[config.mk]
export PLATFORM = sky130hd
export DESIGN_NAME = instr_encoder_loader
export DESIGN_NICKNAME = d
export VERILOG_FILES = /design/src/rtl/instr_pkg.sv /design/src/rtl/instr_packer.sv /design/src/rtl/instr_encoder_loader.sv
export SDC_FILE = /design/constraint.sdc
export NUM_CORES = 1
export LEC_CHECK = 0
export CORE_ASPECT_RATIO = 0.5
export CORE_MARGIN = 3
export CORE_UTILIZATION = 37
export CTS_CLUSTER_DIAMETER = 50
export DETAILED_ROUTE_END_ITERATION = 8
export GPL_TIMING_DRIVEN = 0
export MAX_ROUTING_LAYER = met4
export PLACE_DENSITY = 0.77
export SYNTH_ARGS = -nofsm -noshare
export SYNTH_HDL_FRONTEND = slang
export SYNTH_HIERARCHICAL = 1
export SYNTH_SLANG_ARGS = --single-unit
[constraint.sdc]
create_clock -name clk -period 2.3 [get_ports clk]
set_input_delay 0.345 -clock clk [delete_from_list [all_inputs] [get_ports clk]]
set_output_delay 0.345 -clock clk [all_outputs]
set_load 0.01 [all_outputs]
[src/rtl/instr_pkg.sv]
// rtl/instr_pkg.sv - shared types and field positions for the instruction encoder/loader
// Contents: op-class enum, instruction field bit positions, loader FSM state enum.
package instr_pkg;

   typedef enum logic [1:0] {
      OP_DP  = 2'b00,
      OP_MEM = 2'b01,
      OP_BR  = 2'b10,
      OP_ILL = 2'b11
   } op_e;

   // Fields common to every class
   localparam int COND_HI = 31;
   localparam int COND_LO = 28;
   localparam int OP_HI   = 27;
   localparam int OP_LO   = 26;
   localparam int I_POS   = 25;

   // Data-processing
   localparam int OPC_HI  = 24;
   localparam int OPC_LO  = 21;
   localparam int S_POS   = 20;

   // Memory
   localparam int P_POS   = 24;
   localparam int U_POS   = 23;
   localparam int B_POS   = 22;
   localparam int W_POS   = 21;
   localparam int L1_POS  = 20;

   // Register fields and 12-bit operand (data-processing and memory)
   localparam int RN_HI   = 19;
   localparam int RN_LO   = 16;
   localparam int RD_HI   = 15;
   localparam int RD_LO   = 12;
   localparam int IMM_HI  = 11;
   localparam int IMM_LO  = 0;

   // Branch
   localparam int L2_POS  = 24;
   localparam int BOFF_HI = 23;
   localparam int BOFF_LO = 0;

   typedef enum logic {
      S_IDLE  = 1'b0,
      S_WRITE = 1'b1
   } state_e;

endpackage

[src/rtl/instr_packer.sv]
// rtl/instr_packer.sv - combinational field-to-word instruction packer
// Inputs: cond, op, i_bit, opcode, s_bit, p, u, b, w, l1, l2, rn, rd,
//         operand2, offset_std, offset_branch.
// Output: word, the packed 32-bit instruction (illegal class packs cond/op only).
module instr_packer
   import instr_pkg::*;
(
   input  logic [3:0]  cond,
   input  logic [1:0]  op,
   input  logic        i_bit,
   input  logic [3:0]  opcode,
   input  logic        s_bit,
   input  logic        p,
   input  logic        u,
   input  logic        b,
   input  logic        w,
   input  logic        l1,
   input  logic        l2,
   input  logic [3:0]  rn,
   input  logic [3:0]  rd,
   input  logic [11:0] operand2,
   input  logic [11:0] offset_std,
   input  logic [23:0] offset_branch,
   output logic [31:0] word
);

   always_comb begin
      word = '0;
      word[COND_HI:COND_LO] = cond;
      word[OP_HI:OP_LO]     = op;
      case (op_e'(op))
         OP_DP: begin
            word[I_POS]           = i_bit;
            word[OPC_HI:OPC_LO]   = opcode;
            word[S_POS]           = s_bit;
            word[RN_HI:RN_LO]     = rn;
            word[RD_HI:RD_LO]     = rd;
            word[IMM_HI:IMM_LO]   = operand2;
         end
         OP_MEM: begin
            word[I_POS]           = i_bit;
            word[P_POS]           = p;
            word[U_POS]           = u;
            word[B_POS]           = b;
            word[W_POS]           = w;
            word[L1_POS]          = l1;
            word[RN_HI:RN_LO]     = rn;
            word[RD_HI:RD_LO]     = rd;
            word[IMM_HI:IMM_LO]   = offset_std;
         end
         OP_BR: begin
            // Bit 25 is a fixed 1 in branch encodings
            word[I_POS]           = 1'b1;
            word[L2_POS]          = l2;
            word[BOFF_HI:BOFF_LO] = offset_branch;
         end
         default: ;
      endcase
   end

endmodule

[src/rtl/instr_encoder_loader.sv]
// rtl/instr_encoder_loader.sv - packs instruction fields and writes them to program memory
// Inputs:  clk, rst (async, active high), clear (sync restart), in_valid + field set.
// Outputs: in_ready, mem_we/mem_addr/mem_wdata (write port), count, full, err.
module instr_encoder_loader
   import instr_pkg::*;
#(
   parameter int ADDR_W = 8,
   parameter int DEPTH  = 256
) (
   input  logic              clk,
   input  logic              rst,
   input  logic              clear,
   input  logic              in_valid,
   output logic              in_ready,
   input  logic [3:0]        cond,
   input  logic [1:0]        op,
   input  logic              i_bit,
   input  logic [3:0]        opcode,
   input  logic              s_bit,
   input  logic              p,
   input  logic              u,
   input  logic              b,
   input  logic              w,
   input  logic              l1,
   input  logic              l2,
   input  logic [3:0]        rn,
   input  logic [3:0]        rd,
   input  logic [11:0]       operand2,
   input  logic [11:0]       offset_std,
   input  logic [23:0]       offset_branch,
   output logic              mem_we,
   output logic [ADDR_W-1:0] mem_addr,
   output logic [31:0]       mem_wdata,
   output logic [ADDR_W:0]   count,
   output logic              full,
   output logic              err
);

   state_e            state;
   logic [ADDR_W-1:0] wptr;
   logic [31:0]       packed_word;

   instr_packer u_packer (
      .cond          (cond),
      .op            (op),
      .i_bit         (i_bit),
      .opcode        (opcode),
      .s_bit         (s_bit),
      .p             (p),
      .u             (u),
      .b             (b),
      .w             (w),
      .l1            (l1),
      .l2            (l2),
      .rn            (rn),
      .rd            (rd),
      .operand2      (operand2),
      .offset_std    (offset_std),
      .offset_branch (offset_branch),
      .word          (packed_word)
   );

   // Moore decodes: acceptance only from IDLE with room left
   assign full     = (count == (ADDR_W+1)'(DEPTH));
   assign in_ready = (state == S_IDLE) && !full;
   assign mem_addr = wptr;

   always_ff @(posedge clk or posedge rst) begin
      if (rst) begin
         state     <= S_IDLE;
         wptr      <= '0;
         count     <= '0;
         mem_we    <= 1'b0;
         mem_wdata <= '0;
         err       <= 1'b0;
      end else begin
         err <= 1'b0;
         if (clear) begin
            // A write already strobing this cycle completes; only the pointer is discarded
            state  <= S_IDLE;
            wptr   <= '0;
            count  <= '0;
            mem_we <= 1'b0;
         end else begin
            case (state)
               S_IDLE: begin
                  if (in_valid && in_ready) begin
                     if (op_e'(op) == OP_ILL) begin
                        err <= 1'b1;
                     end else begin
                        mem_wdata <= packed_word;
                        mem_we    <= 1'b1;
                        state     <= S_WRITE;
                     end
                  end
               end
               S_WRITE: begin
                  mem_we <= 1'b0;
                  wptr   <= wptr + ADDR_W'(1);
                  count  <= count + (ADDR_W+1)'(1);
                  state  <= S_IDLE;
               end
               default: state <= S_IDLE;
            endcase
         end
      end
   end

endmodule

==> impl_metrics.toml, run 1 <==
[status]
status = "finished clean"

[setup_path]
cp_top_family = "simple AND/OR/NAND/NOR gates"
rr_endpoint = "mem_wdata[6]"
cp.buffers_inverters = 2
startpoint = "count[0]"
rrSetupSlack_ps = 120
critPathKind = "reg -> out"
cp_slowest_cell = "or4b_4"
worstPathRequired_ps = 1960
end_kind = "output pin"
reg2reg_depth = 6
crit_path_max_fanout = 3
crit_end = "in_ready"
arrival_ps = 1840
crit_cells = 6
path_cells = "inv_1, ha_1, or4b_4, nor2_4, nor2_1, clkdlybuf4s15_1"
rr_startpoint = "count[0]"
cp_slowest_stage_delay_ps = 500
start_kind = "flip-flop"

[grt]
grt.total_usage = 0.173
grt_overflow = 0
antenna_found_initial = 0
grt_pass1_vias = 2352
grt_max_degree = 32
grt_first_pass_wirelength_um = 11600

[yosys]
synthArstFlopShare = 1.00
ys_ff_latch = 52
synth-edff-count = 0
yosys_warnings = 6
netlist_area_um2 = 2840
synth.avg_cell_area_um2 = 12.7
yosysSeqAreaShare = 0.458
synth_flop_cell = "dfrtp_1"
synth_cells = 224
post_synth_num_cell_types = 33
syn_nets = 305

[timing]
finClkSkew_ps = 8.74
max_freq_ghz = 0.457
finalCritPeriodShare = 0.951
finalHoldViolCount = 0
rsz0062_at_grt = "no"
hold_slack_ps = 284
drv_slew = 0
relSlewSlack = 0.605
setup_violations = 0
period_needed_ps = 2190
fin_tns_setup_ps = 0
tightestPinTransition_ps = 592

[floorplanning]
die-area_um2 = 8840
die_y_um = 68.0
core-area_um2 = 7070
row_count = 21
start_util = 0.402
pin_count = 131
die_w_um = 130

[route]
drt.antenna.violating_nets = 0
drt_pass1_iterations = 4
routed_wl_um = 7650
vias_per_cell = 5.03
first_iter_violations = 63
via_count = 2278
drc_errors = 0
post_drt_wl_per_cell_um = 16.9

[placement]
portBuffers = 126
gp_routability_congestion = 0.763
hpwl_um = 5870

[worst_hold_path]
hold_path.class = "in -> reg"

[clock_network]
htree_levels = 2
cts-buffers-inserted = 5
cts_sinks = 52
hold_buffers = 0
root_buffer = "clkbuf_16"
clkTransAtPathRegs_ps = 70
cts_tree = "yes"
cts_buffer_depth = 2
clock_latency_ps = 290

[power]
p_leak_nw = 1.93
ir_drop_mv = 0.316
power.density_nw_per_um2 = 613
power_mw = 2.70

[finish]
final_nets = 441
areaGrowthSynthToFinish_pct = 55.0
diodes = 0
drive_above_1_share = 0.183

[flow_run]
cap_violations = 0
state kept, by name (all words and copies together), names as in the netlist:
register	cells
mem_wdata	32
state	1
count	9
mem_we	1
err	1
mem_addr	8
metal layers:
metal | track usage | wire length (um)
met1 | 0.197 | 3160
met5 | - | 0
met4 | 0.0415 | 48
met3 | 0.0304 | 214
met2 | 0.322 | 4230
metrics by stage:
stage	cells	util	cell area [um2]	setup slack, ps
2_1_floorplan	224	-	2840	205
3_3_place_gp	442	0.597	4220	-268
3_5_place_dp	443	0.600	4240	16.6
4_1_cts	453	0.624	4410	47.1
5_1_grt	453	0.624	4410	26.7
6_report	453	0.624	4410	113
where the power goes:
part           total (mW)  internal (mW)  switching, mW
Clock               0.747          0.406          0.340
Sequential           1.12           1.04         0.0743
Combinational       0.839          0.555          0.284
Total                2.70           2.00          0.698
cell type report:
| cell class | count | area, um2 |
|---|---|---|
| plain buffers | 19 | 188 |
| clock buffers | 6 | 129 |
| clock inverters | 2 | 16.3 |
| fillers | 531 | 2660 |
| inverters | 7 | 26.3 |
| multi-input cells | 146 | 1340 |
| flip-flops and latches | 52 | 1300 |
| well taps | 92 | 115 |
| repair buffers | 129 | 1290 |
cell usage in the layout (no fill, tap or decap), types with 4 or more instances in the layout:
cell type / instances
clkdlybuf4s50_1: 124
dfrtp_1: 50
mux2_4: 28
mux2i_1: 19
o2bb2ai_1: 17
nor2_1: 13
buf_4: 9
a22o_1: 8
a21oi_1: 7
nand2_1: 6
xor2_1: 6
nand4_1: 5
clkbuf_16: 5
o21ai_0: 4
or3_1: 4
inv_1: 4
nand3_1: 4
buf_12: 4
mux2_2: 4
buf_6: 4
Yosys cell counts (all sizes together), types with 3 or more instances:
cell      n  area share
ha        3       0.013
o2bb2ai  17       0.052
o21ai     4      0.0070
nand4     5       0.011
a21oi     7       0.012
or4       3      0.0079
o31ai     3      0.0079
xor2      6       0.018
nor2     14       0.018
a22o      8       0.025
mux2     32        0.16
dfrtp    52        0.46
nand3     4      0.0070
or3       4      0.0088
buf      17       0.063
inv       7      0.0092
mux2i    19       0.067
nand2     6      0.0079
worst min path at each step:
stage               startpoint       endpoint  slack, ps  cells after the start
floorplan                op[1]            err        470                      2
CTS                    cond[3]  mem_wdata[31]        280                      2
finish                 cond[3]  mem_wdata[31]        280                      2
detailed placement      mem_we         mem_we        480                      2
global route           cond[0]  mem_wdata[28]        280                      2
global placement        mem_we         mem_we        470                      2
kinds of logic after synthesis:
family	share of synthesized area
fa+ha+maj	0.0132
mux	0.231
simple gates	0.0757
buf+inv	0.0752
flops	0.458
xor+xnor	0.0246
compound gates	0.123
timing repair:
action | in CTS | in global routing
gates resized for setup | 6 | 1
setup endpoints to repair | 2 | 1
pin swaps | 0 | 1
buffers inserted | 2 | 0
Power figures use the tool's default switching activity.
==> run 2: changes to the inputs <==
Settings changed: GPL_TIMING_DRIVEN 0 to not set, PLACE_DENSITY 0.77 to 0.76.
==> impl_metrics.toml, run 2 (synthesis results as in run 1) <==
[setup_path]
cp_slowest_cell = "or4b_4"
path_cells = "inv_1, ha_1, or4b_4, nor2_4, nor2_1, dlygate4sd2_1"
cp.buffers_inverters = 2
critPathKind = "reg -> out"
arrival_ps = 1850
cp_top_family = "simple AND/OR/NAND/NOR gates"
worstPathRequired_ps = 1960
crit_path_max_fanout = 3
end_kind = "output pin"
reg2reg_depth = 6
cp_slowest_stage_delay_ps = 500
rr_startpoint = "count[0]"
rrSetupSlack_ps = 210
start_kind = "flip-flop"
rr_endpoint = "mem_wdata[13]"

[route]
vias_per_cell = 5.13
drt_pass1_iterations = 4
drc_errors = 0
via_count = 2294
drt.antenna.violating_nets = 0
post_drt_wl_per_cell_um = 17.3
routed_wl_um = 7740
first_iter_violations = 103

[finish]
diodes = 0
fillers = 539
areaGrowthSynthToFinish_pct = 52.3
final_nets = 435
largest_reg_flops = 32
fin_util = 0.613
final_common_cell = "clkdlybuf4s50_1"
drive_above_1_share = 0.163
largest-register = "mem_wdata"
mostFrequentLayoutCells = "128 x clkdlybuf4s50_1, 52 x dfrtp_1, 28 x mux2_4"

[clock_network]
cts-buffers-inserted = 5
cts_sinks = 52
cts_setup_buffers = 0
clock_latency_ps = 290
root_buffer = "clkbuf_16"
htree_levels = 2
clkTransAtPathRegs_ps = 70
cts_buffer_depth = 2
cts_tree = "yes"

[placement]
hpwl_um = 5960
gp_routability_congestion = 0.854
portBuffers = 130

[timing]
max_freq_ghz = 0.456
drv_slew = 0
hold_slack_ps = 405
finalHoldViolCount = 0
finClkSkew_ps = 4.34
period_needed_ps = 2190
rsz0062_at_grt = "no"
relSlewSlack = 0.576
setup_violations = 0
fin_tns_setup_ps = 0
tightestPinTransition_ps = 636
finalCritPeriodShare = 0.954

[grt]
grt_pass1_vias = 2342
antenna_found_initial = 0
grt.total_usage = 0.175
grt_max_degree = 35
grt_first_pass_wirelength_um = 11800
grt_overflow = 0

[worst_hold_path]
hold_path.class = "in -> async"

[power]
ir_drop_mv = 0.343
power.density_nw_per_um2 = 625
p_leak_nw = 1.90

[floorplanning]
row_count = 21
die_y_um = 68.0
die-area_um2 = 8840
start_util = 0.402
core-area_um2 = 7070
pin_count = 131
die_w_um = 130

[status]
status = "finished clean"

[flow_run]
cap_violations = 0
run 2: how the worst max path moves through the flow:
stage                          endpoint  startpoint  slack (ps)  depth (start not counted)
after global routing           in_ready    count[0]          40                          6
after floorplan            mem_wdata[0]    count[0]         200                          6
final                          in_ready    count[0]         110                          6
after detailed placement   mem_wdata[1]       op[1]          20                          5
after CTS                      in_ready    count[0]          90                          6
after global placement    mem_wdata[23]       op[1]         120                          5
run 2: metal layers:
metal | global-route usage | up-vias | part of all wire
met4 | 0.0415 | 0 | 0.018
met3 | 0.0327 | 11 | 0.032
met5 | - | - | 0
met1 | 0.189 | 1148 | 0.39
li1 | - | 1078 | -
met2 | 0.340 | 57 | 0.56
run 2: power by group:
group / switching (mW) / internal, mW / total (mW)
combinational: 0.281 / 0.543 / 0.824
clock: 0.328 / 0.434 / 0.763
sequential: 0.0786 / 1.04 / 1.12
run 2: metrics by stage:
stage | area (um2) | worst slack [ps] | power [mW] | std cells
after floorplan | 2840 | 205 | 1.51 | 224
after global placement | 4180 | 119 | 1.95 | 439
after detailed placement | 4180 | 23.9 | 1.97 | 439
after CTS | 4330 | 93.1 | 2.74 | 447
after global routing | 4330 | 40.3 | 2.82 | 447
final | 4330 | 105 | 2.71 | 447
run 2: cell type report:
class	instances	area, um2	share of cell area
inverter	7	26.3	0.00607
clock inverter	1	7.51	0.00173
sequential	52	1300	0.300
timing repair buffer	142	1400	0.324
clock buffer	7	143	0.0329
multi-input combinational	146	1340	0.309
tap	92	115	0.0266
run 2: repair_timing:
item	in CTS	in global routing
hold buffers	0	0
resized for setup	4	0
endpoints found under the setup margin	2	0
